### config.mk
export PLATFORM = sky130hd
export DESIGN_NAME = wrr_sched_flat
export DESIGN_NICKNAME = d
export VERILOG_FILES = /design/src/rtl/wrr_pkg.sv /design/src/rtl/wrr_sched_if.sv /design/src/rtl/wrr_sched_rr_pick.sv /design/src/rtl/wrr_sched.sv /design/src/flat_wrapper.sv
export SDC_FILE = /design/constraint.sdc
export NUM_CORES = 1
export LEC_CHECK = 0
export ABC_AREA = 1
export BUFFER_PORTS_ARGS = -buffer_cell sky130_fd_sc_hd__buf_2
export CORE_MARGIN = 8
export CORE_UTILIZATION = 53
export CTS_CLUSTER_DIAMETER = 60
export DETAILED_ROUTE_END_ITERATION = 10
export PLACE_DENSITY_LB_ADDON = 0.2
export SYNTH_ARGS = -nofsm -noshare
export SYNTH_HDL_FRONTEND = slang
export SYNTH_SLANG_ARGS = --single-unit
### constraint.sdc
create_clock -name clk -period 3.25 [get_ports clk]
set_input_delay 0.65 -clock clk [delete_from_list [all_inputs] [get_ports clk]]
set_output_delay 0.65 -clock clk [all_outputs]
set_load 0.03 [all_outputs]
### src/rtl/wrr_pkg.sv
// Shared constants and FSM encoding for the weighted round-robin packet scheduler.
package wrr_pkg;

  localparam int DEF_NUM_QUEUE    = 8;
  localparam int DEF_PRIORITY_BIT = 3;
  localparam int DEF_WEIGHT_BIT   = 4;

  // Weight and credit value every queue comes out of reset with
  localparam int RST_WEIGHT = 1;

  typedef enum logic [1:0] {
    S_IDLE  = 2'd0,
    S_ARB   = 2'd1,
    S_GRANT = 2'd2
  } state_e;

endpackage

### src/rtl/wrr_sched_if.sv
// Scheduler bundle: weight config, queue status and output-side handshake in; grant out.
// master = scheduler side, slave = queue/output-port side.
interface wrr_sched_if import wrr_pkg::*; #(
  parameter int NUM_QUEUE    = DEF_NUM_QUEUE,
  parameter int PRIORITY_BIT = DEF_PRIORITY_BIT,
  parameter int WEIGHT_BIT   = DEF_WEIGHT_BIT
);

  logic                            cfg_vld;
  logic [NUM_QUEUE*WEIGHT_BIT-1:0] cfg_weight;
  logic [NUM_QUEUE-1:0]            q_nempty;
  logic                            out_rdy;
  logic                            pkt_done;
  logic [NUM_QUEUE-1:0]            grant;
  logic [PRIORITY_BIT-1:0]         grant_id;
  logic                            grant_vld;
  logic                            round_end;

  modport master (
    input  cfg_vld, cfg_weight, q_nempty, out_rdy, pkt_done,
    output grant, grant_id, grant_vld, round_end
  );

  modport slave (
    output cfg_vld, cfg_weight, q_nempty, out_rdy, pkt_done,
    input  grant, grant_id, grant_vld, round_end
  );

endinterface

### src/rtl/wrr_sched_rr_pick.sv
// Rotating priority encoder: first set req bit scanning from ptr upward, wrapping.
// Purely combinational; NUM_QUEUE must equal 2**PRIORITY_BIT so index arithmetic wraps.
module rr_pick import wrr_pkg::*; #(
  parameter int NUM_QUEUE    = DEF_NUM_QUEUE,
  parameter int PRIORITY_BIT = DEF_PRIORITY_BIT
) (
  input  logic [NUM_QUEUE-1:0]    req_i,
  input  logic [PRIORITY_BIT-1:0] ptr_i,
  output logic [PRIORITY_BIT-1:0] sel_o,
  output logic                    any_o
);

  // Scan from the farthest offset down so the nearest request is written last
  always_comb begin
    sel_o = '0;
    any_o = 1'b0;
    for (int k = NUM_QUEUE - 1; k >= 0; k--) begin
      if (req_i[ptr_i + PRIORITY_BIT'(k)]) begin
        sel_o = ptr_i + PRIORITY_BIT'(k);
        any_o = 1'b1;
      end
    end
  end

endmodule

### src/rtl/wrr_sched.sv
// Packet-granular WRR scheduler: one grant per packet, held until pkt_done; 2 cycles
// from non-empty to grant out of IDLE; out_rdy low in ARB stalls the grant, credits untouched.
module wrr_sched import wrr_pkg::*; #(
  parameter int NUM_QUEUE    = DEF_NUM_QUEUE,
  parameter int PRIORITY_BIT = DEF_PRIORITY_BIT,
  parameter int WEIGHT_BIT   = DEF_WEIGHT_BIT
) (
  input logic         clk,
  input logic         rst_n,
  wrr_sched_if.master bus
);

  typedef logic [NUM_QUEUE-1:0][WEIGHT_BIT-1:0] wvec_t;

  localparam wvec_t RST_VEC = {NUM_QUEUE{WEIGHT_BIT'(RST_WEIGHT)}};

  state_e                  state_q, state_d;
  logic [PRIORITY_BIT-1:0] ptr_q, ptr_d;
  wvec_t                   weight_act_q, weight_act_d;
  wvec_t                   weight_pend_q, weight_pend_d;
  wvec_t                   credit_q, credit_d;
  logic [NUM_QUEUE-1:0]    grant_q, grant_d;
  logic [PRIORITY_BIT-1:0] grant_id_q, grant_id_d;
  logic                    grant_vld_q, grant_vld_d;
  logic                    round_end_q, round_end_d;

  logic [NUM_QUEUE-1:0]    cand, elig;
  logic [PRIORITY_BIT-1:0] sel;
  logic                    any_elig;

  always_comb begin
    cand = '0;
    elig = '0;
    for (int i = 0; i < NUM_QUEUE; i++) begin
      cand[i] = bus.q_nempty[i] & (weight_act_q[i] != '0);
      elig[i] = cand[i] & (credit_q[i] != '0);
    end
  end

  rr_pick #(
    .NUM_QUEUE    (NUM_QUEUE),
    .PRIORITY_BIT (PRIORITY_BIT)
  ) u_pick (
    .req_i (elig),
    .ptr_i (ptr_q),
    .sel_o (sel),
    .any_o (any_elig)
  );

  always_comb begin
    state_d       = state_q;
    ptr_d         = ptr_q;
    weight_act_d  = weight_act_q;
    weight_pend_d = bus.cfg_vld ? wvec_t'(bus.cfg_weight) : weight_pend_q;
    credit_d      = credit_q;
    grant_d       = grant_q;
    grant_id_d    = grant_id_q;
    grant_vld_d   = grant_vld_q;
    round_end_d   = 1'b0;

    unique case (state_q)
      // Tracking pending weights while idle keeps a fully-disabled config from locking us out
      S_IDLE: begin
        weight_act_d = weight_pend_q;
        if (|cand) state_d = S_ARB;
      end
      S_ARB: begin
        if (!(|cand)) begin
          state_d      = S_IDLE;
          weight_act_d = weight_pend_q;
        end else if (!any_elig) begin
          credit_d     = weight_pend_q;
          weight_act_d = weight_pend_q;
          round_end_d  = 1'b1;
        end else if (bus.out_rdy) begin
          grant_d         = NUM_QUEUE'(1) << sel;
          grant_id_d      = sel;
          grant_vld_d     = 1'b1;
          credit_d[sel]   = credit_q[sel] - WEIGHT_BIT'(1);
          // Stay on a queue until its credit runs out, then move past it
          ptr_d           = (credit_q[sel] == WEIGHT_BIT'(1)) ? sel + PRIORITY_BIT'(1) : sel;
          state_d         = S_GRANT;
        end
      end
      S_GRANT: begin
        if (bus.pkt_done) begin
          grant_d     = '0;
          grant_id_d  = '0;
          grant_vld_d = 1'b0;
          if (|cand) begin
            state_d = S_ARB;
          end else begin
            state_d      = S_IDLE;
            weight_act_d = weight_pend_q;
          end
        end
      end
      default: state_d = S_IDLE;
    endcase
  end

  always_ff @(posedge clk) begin
    if (!rst_n) begin
      state_q       <= S_IDLE;
      ptr_q         <= '0;
      weight_act_q  <= RST_VEC;
      weight_pend_q <= RST_VEC;
      credit_q      <= RST_VEC;
      grant_q       <= '0;
      grant_id_q    <= '0;
      grant_vld_q   <= 1'b0;
      round_end_q   <= 1'b0;
    end else begin
      state_q       <= state_d;
      ptr_q         <= ptr_d;
      weight_act_q  <= weight_act_d;
      weight_pend_q <= weight_pend_d;
      credit_q      <= credit_d;
      grant_q       <= grant_d;
      grant_id_q    <= grant_id_d;
      grant_vld_q   <= grant_vld_d;
      round_end_q   <= round_end_d;
    end
  end

  assign bus.grant     = grant_q;
  assign bus.grant_id  = grant_id_q;
  assign bus.grant_vld = grant_vld_q;
  assign bus.round_end = round_end_q;

endmodule

### src/flat_wrapper.sv
// flat-port wrapper written by rule: the top's interface ports become plain ports
module wrr_sched_flat import wrr_pkg::*;
#(
  parameter int NUM_QUEUE    = DEF_NUM_QUEUE,
  parameter int PRIORITY_BIT = DEF_PRIORITY_BIT,
  parameter int WEIGHT_BIT   = DEF_WEIGHT_BIT
)
  (clk, rst_n, bus_cfg_vld, bus_cfg_weight, bus_q_nempty, bus_out_rdy, bus_pkt_done, bus_grant, bus_grant_id, bus_grant_vld, bus_round_end);
  wrr_sched_if #(.NUM_QUEUE(NUM_QUEUE), .PRIORITY_BIT(PRIORITY_BIT), .WEIGHT_BIT(WEIGHT_BIT)) bus_i ();
  input logic clk;
  input logic rst_n;
  input wire logic [$bits(bus_i.cfg_vld)-1:0] bus_cfg_vld;
  input wire logic [$bits(bus_i.cfg_weight)-1:0] bus_cfg_weight;
  input wire logic [$bits(bus_i.q_nempty)-1:0] bus_q_nempty;
  input wire logic [$bits(bus_i.out_rdy)-1:0] bus_out_rdy;
  input wire logic [$bits(bus_i.pkt_done)-1:0] bus_pkt_done;
  output wire logic [$bits(bus_i.grant)-1:0] bus_grant;
  output wire logic [$bits(bus_i.grant_id)-1:0] bus_grant_id;
  output wire logic [$bits(bus_i.grant_vld)-1:0] bus_grant_vld;
  output wire logic [$bits(bus_i.round_end)-1:0] bus_round_end;
  assign bus_i.cfg_vld = bus_cfg_vld;
  assign bus_i.cfg_weight = bus_cfg_weight;
  assign bus_i.q_nempty = bus_q_nempty;
  assign bus_i.out_rdy = bus_out_rdy;
  assign bus_i.pkt_done = bus_pkt_done;
  assign bus_grant = bus_i.grant;
  assign bus_grant_id = bus_i.grant_id;
  assign bus_grant_vld = bus_i.grant_vld;
  assign bus_round_end = bus_i.round_end;
  wrr_sched #(.NUM_QUEUE(NUM_QUEUE), .PRIORITY_BIT(PRIORITY_BIT), .WEIGHT_BIT(WEIGHT_BIT)) u_core (.clk(clk), .rst_n(rst_n), .bus(bus_i));
endmodule
Word-level counts from Yosys, hierarchy flattened
Cells that the tools add are included.
{ "word_totals": {"reg_bits": 114, "latchBits": 0, "mem_bits_rw": 0, "mem_bits_ro": 0, "out_inout_bits": 13, "n_memories": 0} }
{ "op_classes": {"n_addsub": 9, "n_mul": 0, "div": 0, "magnitude_cmp": 10, "eq_ne": 13, "shifts": 1, "n_mux": 68, "bitwise": 16, "n_reduce_logical": 27} }
{ "op_table": {"columns": ["operator", "n"], "rows": [
  ["2-to-1 mux 32 bit", 6],
  ["case mux 32 bit (3 select lines)", 1],
  ["nonzero test 4 bit", 16],
  ["2-to-1 mux 3 bit", 13],
  ["< comparator 3 x 4 -> 1 bit (second input constant)", 9],
  ["bitwise mux 32 bit", 1],
  ["2-to-1 mux 8 bit", 4],
  ["binary-select mux 1 bit (select 3 bit)", 8],
  ["2-to-1 mux 1 bit", 22],
  ["AND 1 bit", 16],
  ["case mux 8 bit (2 select lines)", 1],
  ["adder 3 bit (second input constant)", 4],
  ["binary-select mux 4 bit (select 3 bit)", 1],
  ["demux 4 bit (select 3 bit)", 1],
  ["AND reduction 4 bit", 3],
  ["2-to-1 mux 2 bit", 5],
  ["2-to-1 mux 4 bit", 2],
  ["!= test 2 bit (second input constant)", 4],
  ["OR reduction 8 bit", 1],
  ["<< shifter 1 x 3 -> 8 bit (first input constant)", 1],
  ["adder 3 x 1 -> 3 bit (second input constant)", 2],
  ["adder 3 x 2 -> 3 bit (second input constant)", 2],
  ["!= test 2 x 1 -> 1 bit (second input constant)", 3],
  ["!= test 3 bit (second input constant)", 2],
  ["other kinds (15)", 16]
]} }

Depth between registers and ports, before layout
Gate-level depths: netlist (run 1).
{ "depth": {"word_depth": 20, "depth_mapped": 28} }

Modules after synthesis
A second synthesis (run 1) with hierarchy kept.
{ "unflattened": {"cells_unflattened": 904, "hier_area_um2": 6231.0} }
{ "modules_own_cells": {"columns": ["mod", "instances", "cells_each", "area_each_um2", "seq_area_each_um2"], "rows": [
  ["wrr_sched", 1, 782, 5491.5, 2282.2],
  ["rr_pick", 1, 122, 739.5, 0.0]
]} }

Worst setup path after synthesis (run 1)
No wires, ideal clock.
{ "synth_timing": {"path_kind": "reg-to-reg", "startpoint": "reg u_core.ptr_q[1]", "endpoint": "reg u_core.credit_q[1] (netlist name)", "setup_time_ps": 59, "t_arrival_ps": 3230, "setup_slack_ps": -38, "path_stages_with_launch": 24, "cell_sequence": "dfxtp_1 > buf_2 > inv_2 > ha_1 > inv_1 > nand3_1 > nand2_2 > o21ai_1 > nor2_1 > a31oi_2 > nand3_4 > nand2_4 > inv_2 > buf_6 > o21ai_1 > nand2_1 > nand2_1 > nand2_1 > nand2_2 > inv_1 > ha_1 > inv_1 > o2111ai_1 > o211a_1"} }
{ "synth_via": {"elab_chain_len": 18, "elab_cells_between_ends": 52, "cone_classes": "add/sub: 8; order compare: 2; eq/ne: 1; mux: 39; reduce/logical: 2"} }
{ "synth_rtl": {"columns": ["element", "line", "source"], "rows": [
  ["start: declaration", "wrr_sched.sv:18", "logic [PRIORITY_BIT-1:0] ptr_q, ptr_d;"],
  ["start signal: assignment", "wrr_sched.sv:115", "ptr_q <= ptr_d;"],
  ["parallel branches: the longest is 18 deep, another holds adder 3 bit", null, null],
  ["end signal: assignment", "wrr_sched.sv:118", "credit_q <= credit_d;"],
  ["end: declaration", "wrr_sched.sv:21", "wvec_t credit_q, credit_d;"]
]} }
Parallel ways; which one is timed is not known. The select of a mux whose other input is x is not followed.
A chain may end at the register's enable or synchronous reset.

Worst setup path in the final report (run 1)
{ "layout_timing": {"startpoint": "reg u_core.ptr_q[0]", "endpoint": "reg u_core.credit_q[19] (netlist name)"} }
Same word-level chain as after synthesis.

==> results of run 1 <==
[what timing repair did]
| item | in CTS | in global routing |
|---|---|---|
| buffers inserted | 0 | 8 |
| pin swaps | 0 | 42 |
| cloned | 0 | 1 |
| endpoints found under the setup margin | 7 | 32 |
| resized for setup | 5 | 110 |
[stage by stage]
stage / power [mW] / area (um2) / hold slack, ns / TNS [ns]
after floorplan: 3.12 / 5810 / 0.430 / 0
after CTS: 5.91 / 7110 / 0.331 / 0
after detailed placement: 3.87 / 6460 / 0.447 / -0.288
final: 6.43 / 7620 / 0.351 / 0
after global placement: 3.84 / 6460 / 0.440 / -0.0588
after global routing: 6.74 / 7620 / 0.334 / -3.11
[cells in the final DEF (no fill, tap or decap), types with 17 or more instances in the layout]
master / synthesis / final
a21oi_1: 80 / 70
buf_2: 4 / 57
buf_4: 3 / 43
dfxtp_1: 114 / 107
inv_1: 76 / 69
nand2_1: 167 / 144
nand2_2: 7 / 25
nand3_1: 70 / 55
nand4_1: 17 / 17
nor2_1: 127 / 122
o21ai_0: 78 / 75
[metal layers]
layer	share of wire (%)	wire, um
met3	6.1	1160
met2	47	8930
met4	2.9	542
met1	44	8360
met5	0	0
[flip-flops by register name (all words and copies together), names as in the netlist]
name                  flops
u_core.weight_act_q      32
u_core.bus.grant_vld      1
u_core.ptr_q              3
u_core.credit_q          32
u_core.state_q            2
u_core.bus.grant_id       3
u_core.bus.round_end      1
u_core.weight_pend_q     32
u_core.bus.grant          8
[worst register-to-register path, stage by stage, from the launching register on]
cell	delay (ns)
dfxtp_4	0.36
inv_2	0.05
ha_4	0.29
clkinvlp_4	0.15
nand3_2	0.11
nand2_4	0.07
o21ai_4	0.21
inv_2	0.10
nand3_2	0.08
nand2_2	0.06
nand2_2	0.10
nand2_2	0.07
nand2_4	0.14
nand2_8	0.09
buf_4	0.17
nand2_2	0.07
nand2_1	0.06
nand2_1	0.05
nand2_1	0.08
nand2_2	0.09
nand2_4	0.09
nor2_4	0.16
nand3_4	0.21
nand3_1	0.17
a21oi_1	0.07
[cell type report]
type | instances | area share [%]
clock buffers | 22 | 6.08
clock inverters | 9 | 2.33
inverters | 86 | 4.55
multi-input cells | 619 | 44.5
flip-flops and latches | 114 | 30.1
well taps | 140 | 2.30
repair buffers | 110 | 10.1
[power by group through the flow]
stage	Sequential, mW	Clock (mW)	Combinational (mW)
after detailed placement	1.66	0	2.21
after floorplan	1.65	0	1.47
after global placement	1.65	0	2.19
after CTS	1.63	2.03	2.25
final	1.64	2.01	2.77
after global routing	1.65	2.10	3.00
[cell families after synthesis]
| family | share of synthesized area, % |
|---|---|
| simple gates | 29.7 |
| xor+xnor | 0.993 |
| fa+ha+maj | 1.94 |
| compound gates | 19.3 |
| flops | 39.4 |
| buf+inv | 8.76 |
[worst max-delay path by stage]
stage,startpoint,endpoint,slack (ns),depth (start not counted)
2_1_floorplan,u_core.ptr_q[1],u_core.credit_q[1],0.05,23
3_3_place_gp,bus_q_nempty[2],u_core.credit_q[5],-0.04,24
3_5_place_dp,bus_q_nempty[7],u_core.credit_q[5],-0.07,24
4_1_cts,u_core.ptr_q[0],u_core.credit_q[13],0.04,25
5_1_grt,u_core.credit_q[16],u_core.credit_q[19],-0.15,25
6_report,u_core.ptr_q[0],u_core.credit_q[19],0.03,24
==> flow_metrics.env, run 1 <==
export IMPL_status="completed"
export IMPL_pwr_share_comb_pct=43.2
export IMPL_rows=38
export IMPL_p_leak_nw=3.48
export IMPL_worst_slew_pin_slew_ns=0.660
export IMPL_routedWlPerCell_um=17.3
export IMPL_rsz0062_at_grt="yes"
export IMPL_regArea_um2=2300
export IMPL_wl_um=19000
export IMPL_synth_area_um2=5800
export IMPL_io_pins=58
export IMPL_grtUsageTotal_pct=25.6
export IMPL_ys_flop_type="dfxtp_1"
export IMPL_hold_viol=0
export IMPL_synth_distinct_cells=41
export IMPL_synth_edf_count=0
export IMPL_place_congestion=0.944
export IMPL_synth_seq_area_share_pct=39.4
export IMPL_arrival_ns=3.61
export IMPL_fmax_mhz=311
export IMPL_critPathMostFrequentCell="nand2_2"
export IMPL_grt_max_degree=53
export IMPL_cp_cell_sequence="inv_2, ha_4, clkinvlp_4, nand3_2, nand2_4, o21ai_4, inv_2, nand3_2, nand2_2, nand2_2, nand2_2, nand2_4, nand2_8, buf_4, nand2_2, nand2_1, nand2_1, nand2_1, nand2_2, nand2_4, nor2_4, nand3_4, nand3_1, a21oi_1"
export IMPL_ys_top_cells_by_area="dfxtp_1 (39%), nand2_1 (11%), nor2_1 (8.2%)"
export IMPL_crit_buf_inv=4
export IMPL_yosys_top_cells_count="nand2_1 (167), nor2_1 (127), dfxtp_1 (114)"
export IMPL_dr_first_iter_drc_count=638
export IMPL_dieArea_um2=14500
export IMPL_synth_nets=911
export IMPL_fillers=918
export IMPL_min_delay_path_depth=3
export IMPL_setup_violations=0
export IMPL_die_w_um=121
export IMPL_start_util_pct=53.9
export IMPL_r2r_slack_ns=0.03
export IMPL_hold_path_startpoint="bus_cfg_weight[20]"
export IMPL_ant_nets=0
export IMPL_r2r_start="u_core.ptr_q[0]"
export IMPL_use_met2_pct=40.0
export IMPL_clk_latency_ns=0.52
export IMPL_pre_cts_ws_ns=-0.0699
export IMPL_holdPathEnd="u_core.weight_pend_q[20]"
export IMPL_drive_above_1_share_pct=26.0
export IMPL_grt_pass1_vias=5716
export IMPL_critPathKind="reg2reg"
export IMPL_met3_usage_pct=6.34
export IMPL_dpl_hpwl_um=13600
export IMPL_vias_per_cell=5.70
export IMPL_gr_total_overflow=0
export IMPL_multi_input_area_um2=3390
export IMPL_max_stage_delay_ns=0.36
export IMPL_yosys_warnings=0
export IMPL_endpoint_kind="flip-flop"
export IMPL_numCtsBuffers=17
export IMPL_p_seq_share_pct=25.5
export IMPL_stdcell_count=1100
export IMPL_crit_fanout=8
export IMPL_cp_slowest_cell="dfxtp_4"
export IMPL_syn2layout_area_growth_pct=31.4
export IMPL_p_per_area_nw_per_um2=843
export IMPL_htreeDepth=4
export IMPL_final_min_clock_period_ns=3.22
export IMPL_switching_share_pct=38.7
export IMPL_post_cts_hold_buffer_count=0
export IMPL_grt_pass1_wl_um=29300
export IMPL_slew_headroom_pct=55.9
export IMPL_max_cap_viol_count=0
export IMPL_clockBufferDepth=2
export IMPL_setup_slack_ns=0.0334
export IMPL_drcViolationCount=0
export IMPL_fin_nets=1002
export IMPL_internal_power_mw=3.94
export IMPL_grtUsageMet1_pct=33.0
export IMPL_ys_ff_latch=114
export IMPL_num_vias=6270
export IMPL_post_route_period_util_pct=99.0
export IMPL_core_area_um2=10700
export IMPL_required_ns=3.65
export IMPL_cts_sinks=114
export IMPL_clkPwrFrac_pct=31.3
export IMPL_synth_top_area_share_pct=39.4
export IMPL_switching_power_mw=2.49
export IMPL_yosysTopAreaCell="dfxtp_1"
export IMPL_cpLargestDelayFamily="simple AND/OR/NAND/NOR gates"
export IMPL_dp_cells=1060
export IMPL_maxSlewViolCount=0
export IMPL_fin_skew_ns=0.00821
export IMPL_timing_rr_end="u_core.credit_q[19]"
export IMPL_grt_busiest_layer="met2"
export IMPL_firstDrtPassIters=5
export IMPL_syn_area_per_cell_um2=6.76
export IMPL_clk_pin_slew_ns=0.05
export IMPL_cts_tree="yes"
export IMPL_vdd_drop_max_v=0.000757
export IMPL_numPortBuffers=57
export IMPL_syn_inst=857
export IMPL_utilization_pct=70.9
export IMPL_startpoint_type="flip-flop"
export IMPL_ff2ff_path_depth=24
export IMPL_synthMostInstantiatedCell="nand2_1"
export IMPL_ys_async_sr_fraction_pct=0
export IMPL_cts_root_buf="clkbuf_8"
export IMPL_min_path_type="in2reg"
export IMPL_diodes=0
export IMPL_antenna_found_initial=0
export IMPL_fp_dieH_um=121
(Power assumes the default switching activity.)
==> run 2, diff against run 1 <==
Settings changed: CORE_UTILIZATION 53 to 55.
Clock period 3.25 ns to 3.1 ns, I/O delays scaled along.
==> run 2 against run 1 <==
The flow now finishes with violations (setup timing). Combinational power grew 31%. Critical path type unchanged. Sequential share of layout area is 2.4 points lower. Critical path depth decreased by 2. First-iteration DRC count grew 38%. Clock power down 6%. Clock skew hardly changed. Largest cell class unchanged. Cell area increased by 9.1%. Clock-buffer cell count fell by 5. Routed wire length is 13% higher. Worst setup slack got worse by 0.26 ns. Via count is 8.1% higher.
==> flow_metrics.env, run 2 (synthesis results as in run 1) <==
export IMPL_status="finished, violations left"
export IMPL_violations="setup timing"
export IMPL_setup_violations=28
export IMPL_post_route_period_util_pct=107
export IMPL_dieArea_um2=14100
export IMPL_rsz0062_at_grt="yes"
export IMPL_utilization_pct=80.9
export IMPL_crit_start="u_core.ptr_q[0]"
export IMPL_hold_viol=0
export IMPL_dr_first_iter_drc_count=878
export IMPL_fp_dieH_um=119
export IMPL_r2r_start="u_core.ptr_q[0]"
export IMPL_vdd_drop_max_v=0.000732
export IMPL_cts_sinks=114
export IMPL_slew_headroom_pct=25.3
export IMPL_numPortBuffers=57
export IMPL_arrival_ns=3.79
export IMPL_grt_pass1_wl_um=31300
export IMPL_core_area_um2=10300
export IMPL_critPathKind="reg2reg"
export IMPL_endpoint_kind="flip-flop"
export IMPL_wl_um=21400
export IMPL_max_cap_viol_count=0
export IMPL_worst_slew_pin_slew_ns=1.12
export IMPL_crit_fanout=7
export IMPL_final_common_cell="nand2_1"
export IMPL_maxSlewViolCount=0
export IMPL_htreeDepth=4
export IMPL_final_min_clock_period_ns=3.33
export IMPL_clockBufferDepth=2
export IMPL_cp_cell_sequence="inv_4, buf_6, nand4_1, nand3_2, nand2_4, o21ai_4, inv_2, buf_6, a31oi_4, nand3_4, nand2_8, inv_8, o21ai_2, nand2_1, nand2_1, nand2_1, nand2_2, inv_2, ha_4, clkinvlp_4, o2111ai_2, o211a_1"
export IMPL_max_stage_delay_ns=0.37
export IMPL_r2r_slack_ns=-0.23
export IMPL_syn2layout_area_growth_pct=43.4
export IMPL_antenna_found_initial=0
export IMPL_dp_cells=1109
export IMPL_grt_pass1_vias=6177
export IMPL_required_ns=3.56
export IMPL_firstDrtPassIters=6
export IMPL_ff2ff_path_depth=22
export IMPL_die_w_um=119
export IMPL_stdcell_count=1171
export IMPL_setup_slack_ns=-0.227
export IMPL_cts_root_buf="clkbuf_8"
export IMPL_fin_nets=1076
export IMPL_routedWlPerCell_um=18.3
export IMPL_numCtsBuffers=17
export IMPL_hold_ws_ns=0.314
export IMPL_crit_end="u_core.credit_q[1]"
export IMPL_drcViolationCount=0
export IMPL_fmax_mhz=301
export IMPL_startpoint_type="flip-flop"
export IMPL_mostFrequentLayoutCells="nand2_1 (130), nor2_1 (109), buf_4 (109), dfxtp_1 (101), o21ai_0 (75)"
export IMPL_gr_total_overflow=0
export IMPL_cp_slowest_cell="dfxtp_4"
export IMPL_grtUsageTotal_pct=27.5
export IMPL_timing_rr_end="u_core.credit_q[1]"
export IMPL_ant_nets=0
export IMPL_crit_cells=22
export IMPL_critPathMostFrequentCell="nand2_1"
export IMPL_crit_buf_inv=7
export IMPL_clk_latency_ns=0.53
export IMPL_min_path_type="in2reg"
export IMPL_diodes=0
export IMPL_clk_pin_slew_ns=0.06
export IMPL_io_pins=58
export IMPL_largestRegisters="u_core.credit_q (32), u_core.weight_act_q (32), u_core.weight_pend_q (32)"
export IMPL_fin_skew_ns=0.00858
export IMPL_place_congestion=0.966
export IMPL_start_util_pct=56.4
export IMPL_drive_above_1_share_pct=37.3
export IMPL_p_leak_nw=3.82
export IMPL_dpl_hpwl_um=14000
export IMPL_cts_tree="yes"
export IMPL_cpLargestDelayFamily="simple AND/OR/NAND/NOR gates"
export IMPL_vias_per_cell=5.79
export IMPL_grt_max_degree=84
export IMPL_rows=37
export IMPL_p_per_area_nw_per_um2=868
export IMPL_num_vias=6777
## run 2: where the power goes
group	total, mW	switching (mW)	internal [mW]
clock	1.88	0.789	1.09
sequential	1.72	0.105	1.61
combinational	3.62	2.15	1.47
## run 2: area by class of cell
class                           instances  area (um2)
Clock buffer                           17         414
Inverter                               86         342
Timing Repair Buffer                  184        1310
Tap cell                              136         170
Multi-Input combinational cell        619        3630
Clock inverter                         15         149
Sequential cell                       114        2300
Fill cell                             708        1960
## run 2: how the worst min path moves through the flow
stage	start	to	slack, ns	depth (start not counted)
after floorplan	u_core.weight_act_q[14]	u_core.weight_act_q[14]	0.43	2
after global placement	u_core.weight_act_q[14]	u_core.weight_act_q[14]	0.44	2
after detailed placement	u_core.weight_act_q[26]	u_core.weight_act_q[26]	0.45	2
after CTS	bus_cfg_weight[24]	u_core.weight_pend_q[24]	0.31	3
after global routing	bus_cfg_weight[3]	u_core.weight_pend_q[3]	0.32	3
final	bus_cfg_weight[24]	u_core.weight_pend_q[24]	0.31	3
## run 2: tightest hold or removal path, stage by stage
cell and delay [ns]:
buf_2 0.08, a21oi_1 0.05, o21ai_0 0.06
## run 2: repair_timing
| action | CTS | global route |
|---|---|---|
| cloned | 2 | 0 |
| hold buffers | 0 | 0 |
| endpoints found under the hold margin | 0 | 0 |
| resized for setup | 55 | 137 |
| endpoints found under the setup margin | 51 | 67 |
| buffers inserted | 14 | 15 |
| pin swaps | 25 | 63 |
## run 2: through the flow
stage	instance area (um2)	power, mW	worst slack (ns)	setup TNS, ns
5_1_grt	8320	7.52	-0.365	-8.36
6_report	8320	7.22	-0.227	-3.54
3_3_place_gp	6840	4.23	-0.174	-2.42
4_1_cts	7690	6.41	-0.0225	-0.0430
3_5_place_dp	6840	4.27	-0.215	-4.48
2_1_floorplan	5840	3.30	0.00912	0
## run 2: routing by layer
layer  share of wire, %  wire length (um)  vias to the layer above  global-route usage [%]
li1                   -                 -                     3172                       -
met1                 40              8540                     3138                    33.2
met2                 48             10300                      388                    45.3
met3                8.6              1840                       79                    6.47
met4                3.4               732                        0                    13.0
met5                  0                 0                        -                       0
==> run 3, diff against run 2 <==
Settings changed: ABC_AREA 1 to 0.
==> run 3 against run 2 <==
The run now fails in global routing. Synthesized cell count decreased by 20%. Synthesized area increased by 5.0%.
==> flow_metrics.env, run 3 <==
export IMPL_yosys_warnings=0
export IMPL_grtUsageTotal_pct=67.1
export IMPL_numPortBuffers=57
export IMPL_cts_root_buf="clkbuf_8"
export IMPL_ys_flop_type="dfxtp_1"
export IMPL_synthMostInstantiatedCell="dfxtp_1"
export IMPL_pre_cts_ws_ns=-1.46
export IMPL_synth_nets=741
export IMPL_error="[ERROR GRT-0232] Routing congestion too high. Check the congestion heatmap in the GUI."
export IMPL_die_w_um=121
export IMPL_ys_top_cells_by_area="dfxtp_1 (37%), mux2i_1 (8.4%), nand2_1 (7.0%)"
export IMPL_ys_async_sr_fraction_pct=0
export IMPL_gr_total_overflow=77
export IMPL_synth_distinct_cells=71
export IMPL_rows=38
export IMPL_yosysTopAreaCell="dfxtp_1"
export IMPL_numCtsBuffers=17
export IMPL_clockBufferDepth=2
export IMPL_cts_sinks=114
export IMPL_place_congestion=0.958
export IMPL_synth_area_um2=6090
export IMPL_syn_area_per_cell_um2=8.86
export IMPL_start_util_pct=56.2
export IMPL_htreeDepth=4
export IMPL_worst_endpoint="u_core.credit_q[17]$_SDFFE_PN0P_/D"
export IMPL_synth_edf_count=0
export IMPL_syn_inst=687
export IMPL_grt_max_degree=66
export IMPL_status="did not finish"
export IMPL_synth_seq_area_share_pct=37.5
export IMPL_worstEpCategory="register input"
export IMPL_io_pins=58
export IMPL_fp_dieH_um=121
export IMPL_antenna_found_initial=4
export IMPL_dpl_hpwl_um=15900
export IMPL_yosys_top_cells_count="dfxtp_1 (114), nand2_1 (113), mux2i_1 (51)"
export IMPL_ys_ff_latch=114
export IMPL_dpl_instance_area_um2=7830
export IMPL_synth_top_area_share_pct=37.5
export IMPL_haltStage="global routing"
[run 3: what timing repair did]
item,4_1_cts
hold buffers,0
resized for setup,189
pin swaps,104
setup buffers,63
gates cloned,7
setup endpoints to repair,80
[run 3: cells by family after synthesis]
logic type,synth area share (%)
AND/OR/NAND/NOR,19.8
AO/OA/AOI/OAI,25.4
flip-flops,37.5
buffers and inverters,4.34
multiplexers,10.4
adder cells (fa/ha/maj),1.85
XOR/XNOR,0.720
[run 3: metal layers]
metal,GRT overflow,track usage (%)
met1,1,65.6
met2,46,82.5
met3,1,55.3
met4,29,67.7
met5,0,14.9
[run 3: per-stage QoR]
step           util, %  instances  setup TNS [ns]  hold WS [ns]
2_1_floorplan        -        687          -27.37         0.454
3_3_place_gp      72.2        993          -53.57         0.462
3_5_place_dp      72.2        993          -56.48         0.476
4_1_cts           90.3       1090          -52.52         0.307
==> run 4, diff against run 3 <==
Settings changed: CORE_UTILIZATION 55 to 40, CTS_CLUSTER_DIAMETER 60 to not set, PLACE_DENSITY_LB_ADDON 0.2 to 0.15.
==> run 4 against run 3 <==
The flow now finishes, with violations (setup timing). Synthesized cell count unchanged. Synthesized area unchanged.
==> flow_metrics.env, run 4 <==
export IMPL_wl_um=23300
export IMPL_crit_fanout=5
export IMPL_ys_async_sr_fraction_pct=0
export IMPL_fin_nets=998
export IMPL_cts_root_buf="clkbuf_16"
export IMPL_switching_power_mw=3.93
export IMPL_diodes=0
export IMPL_io_pins=58
export IMPL_fp_dieH_um=139
export IMPL_largestRegisters="u_core.credit_q (32), u_core.weight_act_q (32), u_core.weight_pend_q (32)"
export IMPL_ys_top_cells_by_area="dfxtp_1 (37%), mux2i_1 (8.4%), nand2_1 (7.0%)"
export IMPL_vdd_drop_max_v=0.000725
export IMPL_violations="setup timing"
export IMPL_die_w_um=139
export IMPL_synthSimpleGateAreaFrac_pct=19.8
export IMPL_gr_total_overflow=0
export IMPL_synth_distinct_cells=71
export IMPL_cts_tree="yes"
export IMPL_holdPathEnd="u_core.weight_pend_q[24]"
export IMPL_htreeDepth=4
export IMPL_routedWlPerCell_um=20.4
export IMPL_startpoint_type="flip-flop"
export IMPL_critPathKind="reg2reg"
export IMPL_rsz0062_at_grt="yes"
export IMPL_ant_nets=0
export IMPL_grtUsageTotal_pct=23.3
export IMPL_ys_ff_latch=114
export IMPL_hold_viol=0
export IMPL_r2r_start="u_core.weight_act_q[23]"
export IMPL_pre_cts_ws_ns=-1.52
export IMPL_numPortBuffers=57
export IMPL_yosys_area_share_adder_pct=1.85
export IMPL_post_cts_hold_buffer_count=0
export IMPL_cts_sinks=114
export IMPL_firstDrtPassIters=4
export IMPL_status="finished, violations left"
export IMPL_fin_skew_ns=0.0160
export IMPL_vias_per_cell=5.65
export IMPL_final_min_clock_period_ns=4.27
export IMPL_grt_max_degree=66
export IMPL_yosys_top_cells_count="dfxtp_1 (114), nand2_1 (113), mux2i_1 (51)"
export IMPL_worst_slew_pin_slew_ns=0.947
export IMPL_slew_headroom_pct=36.9
export IMPL_setup_slack_ns=-1.17
export IMPL_synth_xor_area_share_pct=0.719
export IMPL_grt_pass1_wl_um=35900
export IMPL_pwr_share_comb_pct=63.2
export IMPL_num_vias=6457
export IMPL_clk_latency_ns=0.42
export IMPL_start_util_pct=40.5
export IMPL_dpl_instance_area_um2=7920
export IMPL_drcViolationCount=0
export IMPL_clockBufferDepth=2
export IMPL_maxSlewViolCount=0
export IMPL_p_seq_share_pct=18.3
export IMPL_antenna_found_initial=0
export IMPL_fin_area_um2=9840
export IMPL_syn2layout_area_growth_pct=61.7
export IMPL_grt_pass1_vias=6556
export IMPL_synth_seq_area_share_pct=37.5
export IMPL_synth_nets=741
export IMPL_setup_tns_ns=-47.68
export IMPL_post_route_period_util_pct=138
export IMPL_dr_first_iter_drc_count=517
export IMPL_synth_compound_area_share_pct=25.4
export IMPL_ys_flop_type="dfxtp_1"
export IMPL_synth_edf_count=0
export IMPL_clk_pin_slew_ns=0.06
export IMPL_p_leak_nw=4.18
export IMPL_clkPwrFrac_pct=18.5
export IMPL_rows=45
export IMPL_final_common_cell="buf_4"
export IMPL_min_delay_path_depth=3
export IMPL_dpl_hpwl_um=15800
export IMPL_synthMostInstantiatedCell="dfxtp_1"
export IMPL_min_path_type="in2reg"
export IMPL_dieArea_um2=19400
export IMPL_required_ns=3.46
export IMPL_synth_area_mux_share_pct=10.4
export IMPL_ff2ff_path_depth=16
export IMPL_endpoint_kind="flip-flop"
export IMPL_fillers=1192
export IMPL_switching_share_pct=39.5
export IMPL_mostFrequentLayoutCells="buf_4 (168), nand2_1 (112), dfxtp_1 (91), buf_2 (57), mux2i_1 (47)"
export IMPL_core_area_um2=15000
export IMPL_synth_area_um2=6090
export IMPL_yosys_warnings=0
export IMPL_place_congestion=0.927
export IMPL_drive_above_1_share_pct=46.4
export IMPL_synth_top_area_share_pct=37.5
export IMPL_synth_top_family_by_area="compound AO/OA/AOI/OAI gates"
export IMPL_timing_rr_end="u_core.credit_q[9]"
export IMPL_syn_area_per_cell_um2=8.86
export IMPL_p_per_area_nw_per_um2=1010
export IMPL_syn_inst=687
export IMPL_r2r_slack_ns=-1.17
export IMPL_internal_power_mw=6.02
export IMPL_setup_violations=80
export IMPL_arrival_ns=4.63
export IMPL_fmax_mhz=234
export IMPL_yosysTopAreaCell="dfxtp_1"
export IMPL_hold_path_startpoint="bus_cfg_weight[24]"
export IMPL_numCtsBuffers=17
export IMPL_max_cap_viol_count=0
[run 4: what timing repair did]
action	4_1_cts	5_1_grt
buffers inserted	53	27
resized for setup	132	69
pin swaps	43	54
setup endpoints to repair	82	82
gates cloned	4	0
[run 4: area by class of cell]
type | count | area (um2) | area share (%)
clock buffers | 20 | 468 | 4.75
repair buffers | 281 | 2340 | 23.8
well taps | 188 | 235 | 2.39
multi-input cells | 513 | 4320 | 43.9
flip-flops and latches | 114 | 2320 | 23.5
inverters | 17 | 81.3 | 0.826
clock inverters | 9 | 83.8 | 0.852
[run 4: metrics by stage]
stage          util [%]  total power, mW  hold slack [ns]  instances
2_1_floorplan         -             4.42            0.454        687
3_3_place_gp       52.7             6.32            0.466       1040
3_5_place_dp       52.7             6.36            0.471       1040
4_1_cts            62.5             9.21            0.411       1123
5_1_grt            65.5             10.4            0.427       1142
6_report           65.5             9.95            0.426       1142
[run 4: metal layers]
layer / up-vias / track usage [%] / wire length [um]
met5: - / 0 / 0
li1: 3064 / - / -
met2: 182 / 37.5 / 10800
met4: 0 / 9.53 / 765
met3: 40 / 4.45 / 1120
met1: 3171 / 30.1 / 10600
[run 4: cell families (layout without fill, tap and decap cells)]
family                   count (synthesis)  count (layout)
AO/OA/AOI/OAI                          191             191
XOR/XNOR                                 5               5
adder cells (fa/ha/maj)                  9               9
buffers and inverters                   60             327
flip-flops                             114             114
multiplexers                            57              57
AND/OR/NAND/NOR                        251             251
[run 4: worst max-delay path by stage]
| stage | to | cells past startpoint | start | slack, ns |
|---|---|---|---|---|
| 5_1_grt | u_core.credit_q[9] | 16 | u_core.weight_act_q[23] | -1.28 |
| 2_1_floorplan | u_core.credit_q[29] | 14 | bus_q_nempty[4] | -0.93 |
| 3_3_place_gp | u_core.credit_q[25] | 17 | bus_q_nempty[2] | -1.47 |
| 3_5_place_dp | u_core.credit_q[25] | 17 | bus_q_nempty[2] | -1.52 |
| 4_1_cts | u_core.credit_q[25] | 16 | u_core.weight_act_q[18] | -1.09 |
| 6_report | u_core.credit_q[9] | 16 | u_core.weight_act_q[23] | -1.17 |
[run 4: critical path, cell delays in order, from the launching register on]
cell and delay [ns]:
dfxtp_2 0.33, o41ai_4 0.52, buf_4 0.22, o32ai_4 0.08, mux4_2 0.55, a31o_1 0.25
o311ai_4 0.10, and4_4 0.29, nor2_4 0.05, inv_4 0.08, mux4_2 0.57, a32oi_4 0.27
inv_2 0.07, ha_4 0.34, inv_4 0.07, o211ai_1 0.23, o211a_1 0.18
[run 4: power groups by stage]
stage	Clock, mW	Sequential (mW)	Combinational [mW]
after floorplan	0	1.83	2.59
final	1.84	1.82	6.29
after detailed placement	0	1.82	4.54
after global placement	0	1.81	4.50
after CTS	1.87	1.80	5.53
after global routing	1.94	1.84	6.58
